--- config.mk ---
export PLATFORM = sky130hd
export DESIGN_NAME = fir_mmio_rsp
export DESIGN_NICKNAME = d
export VERILOG_FILES = /design/src/rtl/fir_mmio_rsp.sv
export SDC_FILE = /design/constraint.sdc
export NUM_CORES = 1
export LEC_CHECK = 0
export ABC_AREA = 1
export ABC_CLOCK_PERIOD_IN_PS = 2400
export CORE_AREA = 2 2 376 378
export CTS_BUF_LIST = sky130_fd_sc_hd__clkbuf_8
export CTS_CLUSTER_DIAMETER = 40
export DETAILED_ROUTE_END_ITERATION = 8
export DIE_AREA = 0 0 378 380
export PLACE_DENSITY_LB_ADDON = 0.05
export SYNTH_ARGS = -nofsm -noshare
export SYNTH_HDL_FRONTEND = slang
export SYNTH_SLANG_ARGS = --single-unit
--- constraint.sdc ---
create_clock -name clk -period 2.4 [get_ports clk]
set_input_delay 0.36 -clock clk [delete_from_list [all_inputs] [get_ports clk]]
set_output_delay 0.36 -clock clk [all_outputs]
set_load 0.005 [all_outputs]
--- src/rtl/fir_mmio_rsp.sv ---
// CCI-P type subset used by the FIR AFU, and the MMIO read responder that returns
// AFU header, control/buffer registers and FIR status on c2 two cycles after each c0 read.
package fir_ccip_pkg;
  typedef logic [8:0] t_ccip_tid;

  typedef struct packed {
    logic [15:0] address;
    logic [1:0]  length;
    logic        rsvd0;
    t_ccip_tid   tid;
  } t_ccip_c0_ReqMmioHdr;

  typedef struct packed {
    t_ccip_c0_ReqMmioHdr hdr;
    logic [511:0]        data;
    logic                rspValid;
    logic                mmioRdValid;
    logic                mmioWrValid;
  } t_if_ccip_c0_Rx;

  typedef struct packed {
    t_ccip_tid tid;
  } t_ccip_c2_RspMmioHdr;

  typedef struct packed {
    t_ccip_c2_RspMmioHdr hdr;
    logic                mmioRdValid;
    logic [63:0]         data;
  } t_if_ccip_c2_Tx;

  typedef struct packed {
    logic [63:0] address;
    logic [31:0] size;
  } t_hc_buffer;
endpackage

module fir_mmio_rsp
  import fir_ccip_pkg::*;
#(
  parameter logic [63:0] AFU_ID_L       = 64'h0,
  parameter logic [63:0] AFU_ID_H       = 64'h0,
  parameter int          HC_BUFFER_SIZE = 3
) (
  input  logic           clk,
  input  logic           reset_n,
  input  t_if_ccip_c0_Rx rx_mmio_channel,
  output t_if_ccip_c2_Tx tx_mmio_channel,
  input  logic [31:0]    dsm_base,
  input  logic [31:0]    control,
  input  t_hc_buffer     buffers [HC_BUFFER_SIZE],
  input  logic           fir_busy,
  input  logic           fir_done
);

  localparam logic [63:0] DFH_VALUE = 64'h1000_0100_0000_0000;

  // Register map in qword (8-byte) units.
  localparam logic [14:0] QW_DFH      = 15'h00;
  localparam logic [14:0] QW_AFU_ID_L = 15'h01;
  localparam logic [14:0] QW_AFU_ID_H = 15'h02;
  localparam logic [14:0] QW_DSM_BASE = 15'h22;
  localparam logic [14:0] QW_CONTROL  = 15'h23;
  localparam logic [14:0] QW_STATUS   = 15'h30;
  localparam logic [14:0] QW_RD_COUNT = 15'h31;
  localparam int          QW_BUF_BASE = 'h24;

  logic        a_valid;
  logic [8:0]  a_tid;
  logic [15:0] a_address;
  logic [1:0]  a_length;

  logic        b_valid;
  logic [8:0]  b_tid;
  logic [63:0] b_data;

  logic [31:0] rd_count;

  logic [14:0] qw;
  logic [63:0] reg_value;
  logic [63:0] rsp_data;

  assign qw = a_address[15:1];

  always_comb begin
    reg_value = 64'h0;
    // Everything at DWORD 'h100 and above is unmapped.
    if (a_address[15:8] == 8'h0) begin
      case (qw)
        QW_DFH:      reg_value = DFH_VALUE;
        QW_AFU_ID_L: reg_value = AFU_ID_L;
        QW_AFU_ID_H: reg_value = AFU_ID_H;
        QW_DSM_BASE: reg_value = {32'h0, dsm_base};
        QW_CONTROL:  reg_value = {32'h0, control};
        QW_STATUS:   reg_value = {62'h0, fir_busy, fir_done};
        QW_RD_COUNT: reg_value = {32'h0, rd_count};
        default:     reg_value = 64'h0;
      endcase
      for (int i = 0; i < HC_BUFFER_SIZE; i++) begin
        if (32'(qw) == 32'(QW_BUF_BASE + 2 * i))
          reg_value = buffers[i].address;
        if (32'(qw) == 32'(QW_BUF_BASE + 2 * i + 1))
          reg_value = {32'h0, buffers[i].size};
      end
    end
  end

  always_comb begin
    case (a_length)
      2'd0:    rsp_data = {32'h0, a_address[0] ? reg_value[63:32] : reg_value[31:0]};
      2'd1:    rsp_data = a_address[0] ? 64'h0 : reg_value;
      default: rsp_data = 64'h0;
    endcase
  end

  always_ff @(posedge clk) begin
    if (!reset_n) begin
      a_valid   <= 1'b0;
      a_tid     <= 9'h0;
      a_address <= 16'h0;
      a_length  <= 2'h0;
      b_valid   <= 1'b0;
      b_tid     <= 9'h0;
      b_data    <= 64'h0;
      rd_count  <= 32'h0;
    end else begin
      a_valid <= rx_mmio_channel.mmioRdValid;
      if (rx_mmio_channel.mmioRdValid) begin
        a_tid     <= rx_mmio_channel.hdr.tid;
        a_address <= rx_mmio_channel.hdr.address;
        a_length  <= rx_mmio_channel.hdr.length;
      end
      b_valid <= a_valid;
      b_tid   <= a_valid ? a_tid : 9'h0;
      b_data  <= a_valid ? rsp_data : 64'h0;
      if (a_valid)
        rd_count <= rd_count + 32'd1;
    end
  end

  always_comb begin
    tx_mmio_channel             = '0;
    tx_mmio_channel.hdr.tid     = b_tid;
    tx_mmio_channel.mmioRdValid = b_valid;
    tx_mmio_channel.data        = b_data;
  end

  // Writes, memory responses and c0 payload are handled elsewhere.
  logic unused_rx;
  assign unused_rx = ^{rx_mmio_channel.data, rx_mmio_channel.rspValid,
                       rx_mmio_channel.mmioWrValid, rx_mmio_channel.hdr.rsvd0};

endmodule

==> impl_metrics.py <==
metrics = {
    "detailed_routing": {
        "drc_errors": 0,
        "routedWlPerCell_um": 20.0,
        "drtPass1Iterations": 6,
        "vias": 10700,
        "wl_um": 75300,
        "avgViaCountPerCell": 2.83,
        "drt_iter0_drc": 404,
        "ant_nets": 0,
    },
    "sta": {
        "max_slew_margin_pct": 50.4,
        "worst_pin_slew_ns": 0.741,
        "hold_ws_ns": 0.348,
        "finClkSkew_ns": 0.0145,
        "period_needed_ns": 2.20,
        "finalCritPeriodShare_pct": 91.8,
        "fmax_mhz": 454,
        "slew_viol_final": 0,
        "hold_viol": 0,
        "finalSetupViolations": 0,
        "layout_setup_ws_ns": 0.197,
        "rsz0062_at_grt": "false",
    },
    "critical_path": {
        "crit_path_end_kind": "flip-flop",
        "worstSetupPathType": "reg2reg",
        "crit_path_cell_trace": "nor2_4 -> nand2_1 -> nor2_4 -> nand2_4 -> inv_1 -> buf_4 -> buf_4 -> a21oi_1 -> nand2_1 -> nand2_1 -> nand2_1 -> nand2_1 -> a21oi_1",
        "cp_top_family": "simple AND/OR/NAND/NOR gates",
        "cp.required_ns": 2.90,
        "slowest_delay_ns": 0.35,
        "worstPathArrival_ns": 2.70,
        "critPathBufInv": 3,
        "slowest_stage": "dfxtp_1",
        "cp_max_fo": 8,
        "cp_common_cell": "nand2_1",
        "crit_path_start_kind": "flip-flop",
    },
    "synthesis": {
        "synthCells": 1355,
        "yosysWarnings": 0,
        "syn_area_per_cell_um2": 6.17,
        "synthArstFlopShare_pct": 0,
        "synthDistinctLibCells": 42,
        "yosysSeqAreaShare_pct": 32.1,
        "syn_nets": 2255,
        "synth-seq-cells": 134,
        "yosys_most_used_dff": "dfxtp_1",
        "netlist_area_mm2": 0.00837,
        "synth_edf_count": 0,
    },
    "flow_run": {
        "cap_violations": 0,
    },
    "global_routing": {
        "grt_first_pass_wirelength_um": 99700,
        "grt_use_total_pct": 10.4,
        "antenna_found_initial": 31,
        "grt_max_degree": 33,
        "use_met3_pct": 4.15,
        "use_met1_pct": 12.4,
        "grt_pass1_vias": 11500,
        "grt_use_met2_pct": 17.4,
        "gr-max-usage-layer": "met2",
        "grt_overflow": 0,
    },
    "cts": {
        "cts_buffers": 17,
        "ctsRootBufferMaster": "clkbuf_8",
        "hold_buffers": 0,
        "htreeDepth": 4,
        "cts_sinks": 134,
        "clockBufferDepth": 2,
        "insertion_delay_ns": 0.58,
        "tritoncts": "done",
        "clkSlewWorstSetupHoldPaths_ns": 0.10,
    },
    "hold_path": {
        "hold_path.class": "in2reg",
    },
    "place": {
        "dp.cells": 3726,
        "io_buffer_count": 457,
        "post-place-ws_ns": -0.384,
        "dp_hpwl_um": 64300,
        "gp_congestion": 0.730,
        "post_dp_cell_area_mm2": 0.0161,
    },
    "die": {
        "die-width_um": 378,
        "core_mm2": 0.139,
        "die_y_um": 380,
        "initial_utilization_pct": 6.01,
        "row_count": 137,
        "pin_count": 973,
        "dieArea_mm2": 0.144,
    },
    "final_layout": {
        "fin_area_mm2": 0.0168,
        "layout_common_cells": "nand2_1 (483), clkdlybuf4s50_1 (456), nor2_1 (142)",
        "layout.cells.non_filler": 3769,
        "drive_above_1_share_pct": 13.2,
        "final_common_cell": "nand2_1",
        "areaGrowthSynthToFinish_pct": 100,
        "fillCellCount": 16300,
        "nNetsFinal": 2774,
    },
    "power": {
        "power.total_w": 0.00563,
        "vdd_drop_max_v": 0.000383,
        "cellLeakagePower_nw": 6.36,
        "powerDensity_mw_per_mm2": 336,
    },
    "run_status": {
        "outcome": "finished, final reports clean",
    },
}
-- metrics by stage --
stage / util, % / TNS, ns
after floorplan: - / 0
after global routing: 12.0 / 0
after CTS: 11.9 / 0
after global placement: 11.6 / -1.79
final: 12.0 / 0
after detailed placement: 11.6 / -2.06
-- cell type report --
class,instances,area [µm²],area share [%]
Tap cell,1876,2350,14.0
Clock inverter,15,165,0.985
Clock buffer,17,234,1.40
Multi-Input combinational cell,1040,5030,30.0
Antenna cell,6,15.0,0.0896
Inverter,108,417,2.49
Sequential cell,134,2690,16.0
Timing Repair Buffer,573,5870,35.0
-- sequential cells by signal, summed over array words and instances, names as in the netlist --
name and flops:
b_data 64, rd_count 32, a_address 16, a_tid 9, b_tid 9, a_length 2
a_valid 1, b_valid 1
-- path summary, 6_finish.rpt --
path | startpoint | end | cells after the start | slack (ns)
worst max-delay path | a_address[7] | b_data[11] | 13 | 0.20
worst min-delay path | rx_mmio_channel[537] | a_address[10] | 3 | 0.35
worst max register to register | a_address[7] | b_data[11] | 13 | 0.20
worst min register to register | a_tid[4] | b_tid[4] | 2 | 0.44
-- Yosys cell counts (11+ instances only) --
cell	n	area share (%)
nand2_1	499	22
nor2_1	146	6.6
dfxtp_1	134	32
a21oi_1	124	7.4
inv_1	92	4.1
nand3_1	69	4.1
o21ai_0	62	3.7
o22a_1	32	3.3
clkbuf_1	31	1.4
buf_2	23	1.4
a21oi_2	14	1.5
nor3_1	11	0.66
-- worst reg2reg max path, cell delays in order (launching register included) --
cell and delay, ns:
dfxtp_1 0.35, nor2_4 0.15, nand2_1 0.14, nor2_4 0.18, nand2_4 0.16, inv_1 0.11
buf_4 0.20, buf_4 0.19, a21oi_1 0.08, nand2_1 0.06, nand2_1 0.06, nand2_1 0.06
nand2_1 0.14, a21oi_1 0.23
-- cell families (layout without fill, tap and decap cells) --
logic type | count (synthesis) | in the layout | share of synthesized area, %
buffers and inverters | 181 | 713 | 9.82
adders and majority gates | 1 | 1 | 0.150
xor gates and xnor gates | 7 | 7 | 0.733
and+or+nand+nor | 776 | 776 | 39.3
other | 0 | 6 | 0
DFF | 134 | 134 | 32.1
AOI/OAI and AO/OA | 256 | 256 | 18.0
-- power breakdown --
group | internal, W | switching [W]
Sequential | 0.00226 | 0.0000255
Combinational | 0.000695 | 0.000408
Clock | 0.000946 | 0.00129
-- metal layers --
layer	wire, µm	part of all wire [%]
met1	32400	43
met2	35800	47
met3	5970	7.9
met4	907	1.2
met5	281	0.37
-- repair_timing --
| item | CTS | global route |
|---|---|---|
| endpoints found under the setup margin | 23 | 32 |
| resized for setup | 19 | 36 |
| buffers inserted | 3 | 2 |
| pin swaps | 0 | 7 |
| gates cloned | 0 | 0 |
Note: power is estimated with default switching activity, not from simulation.
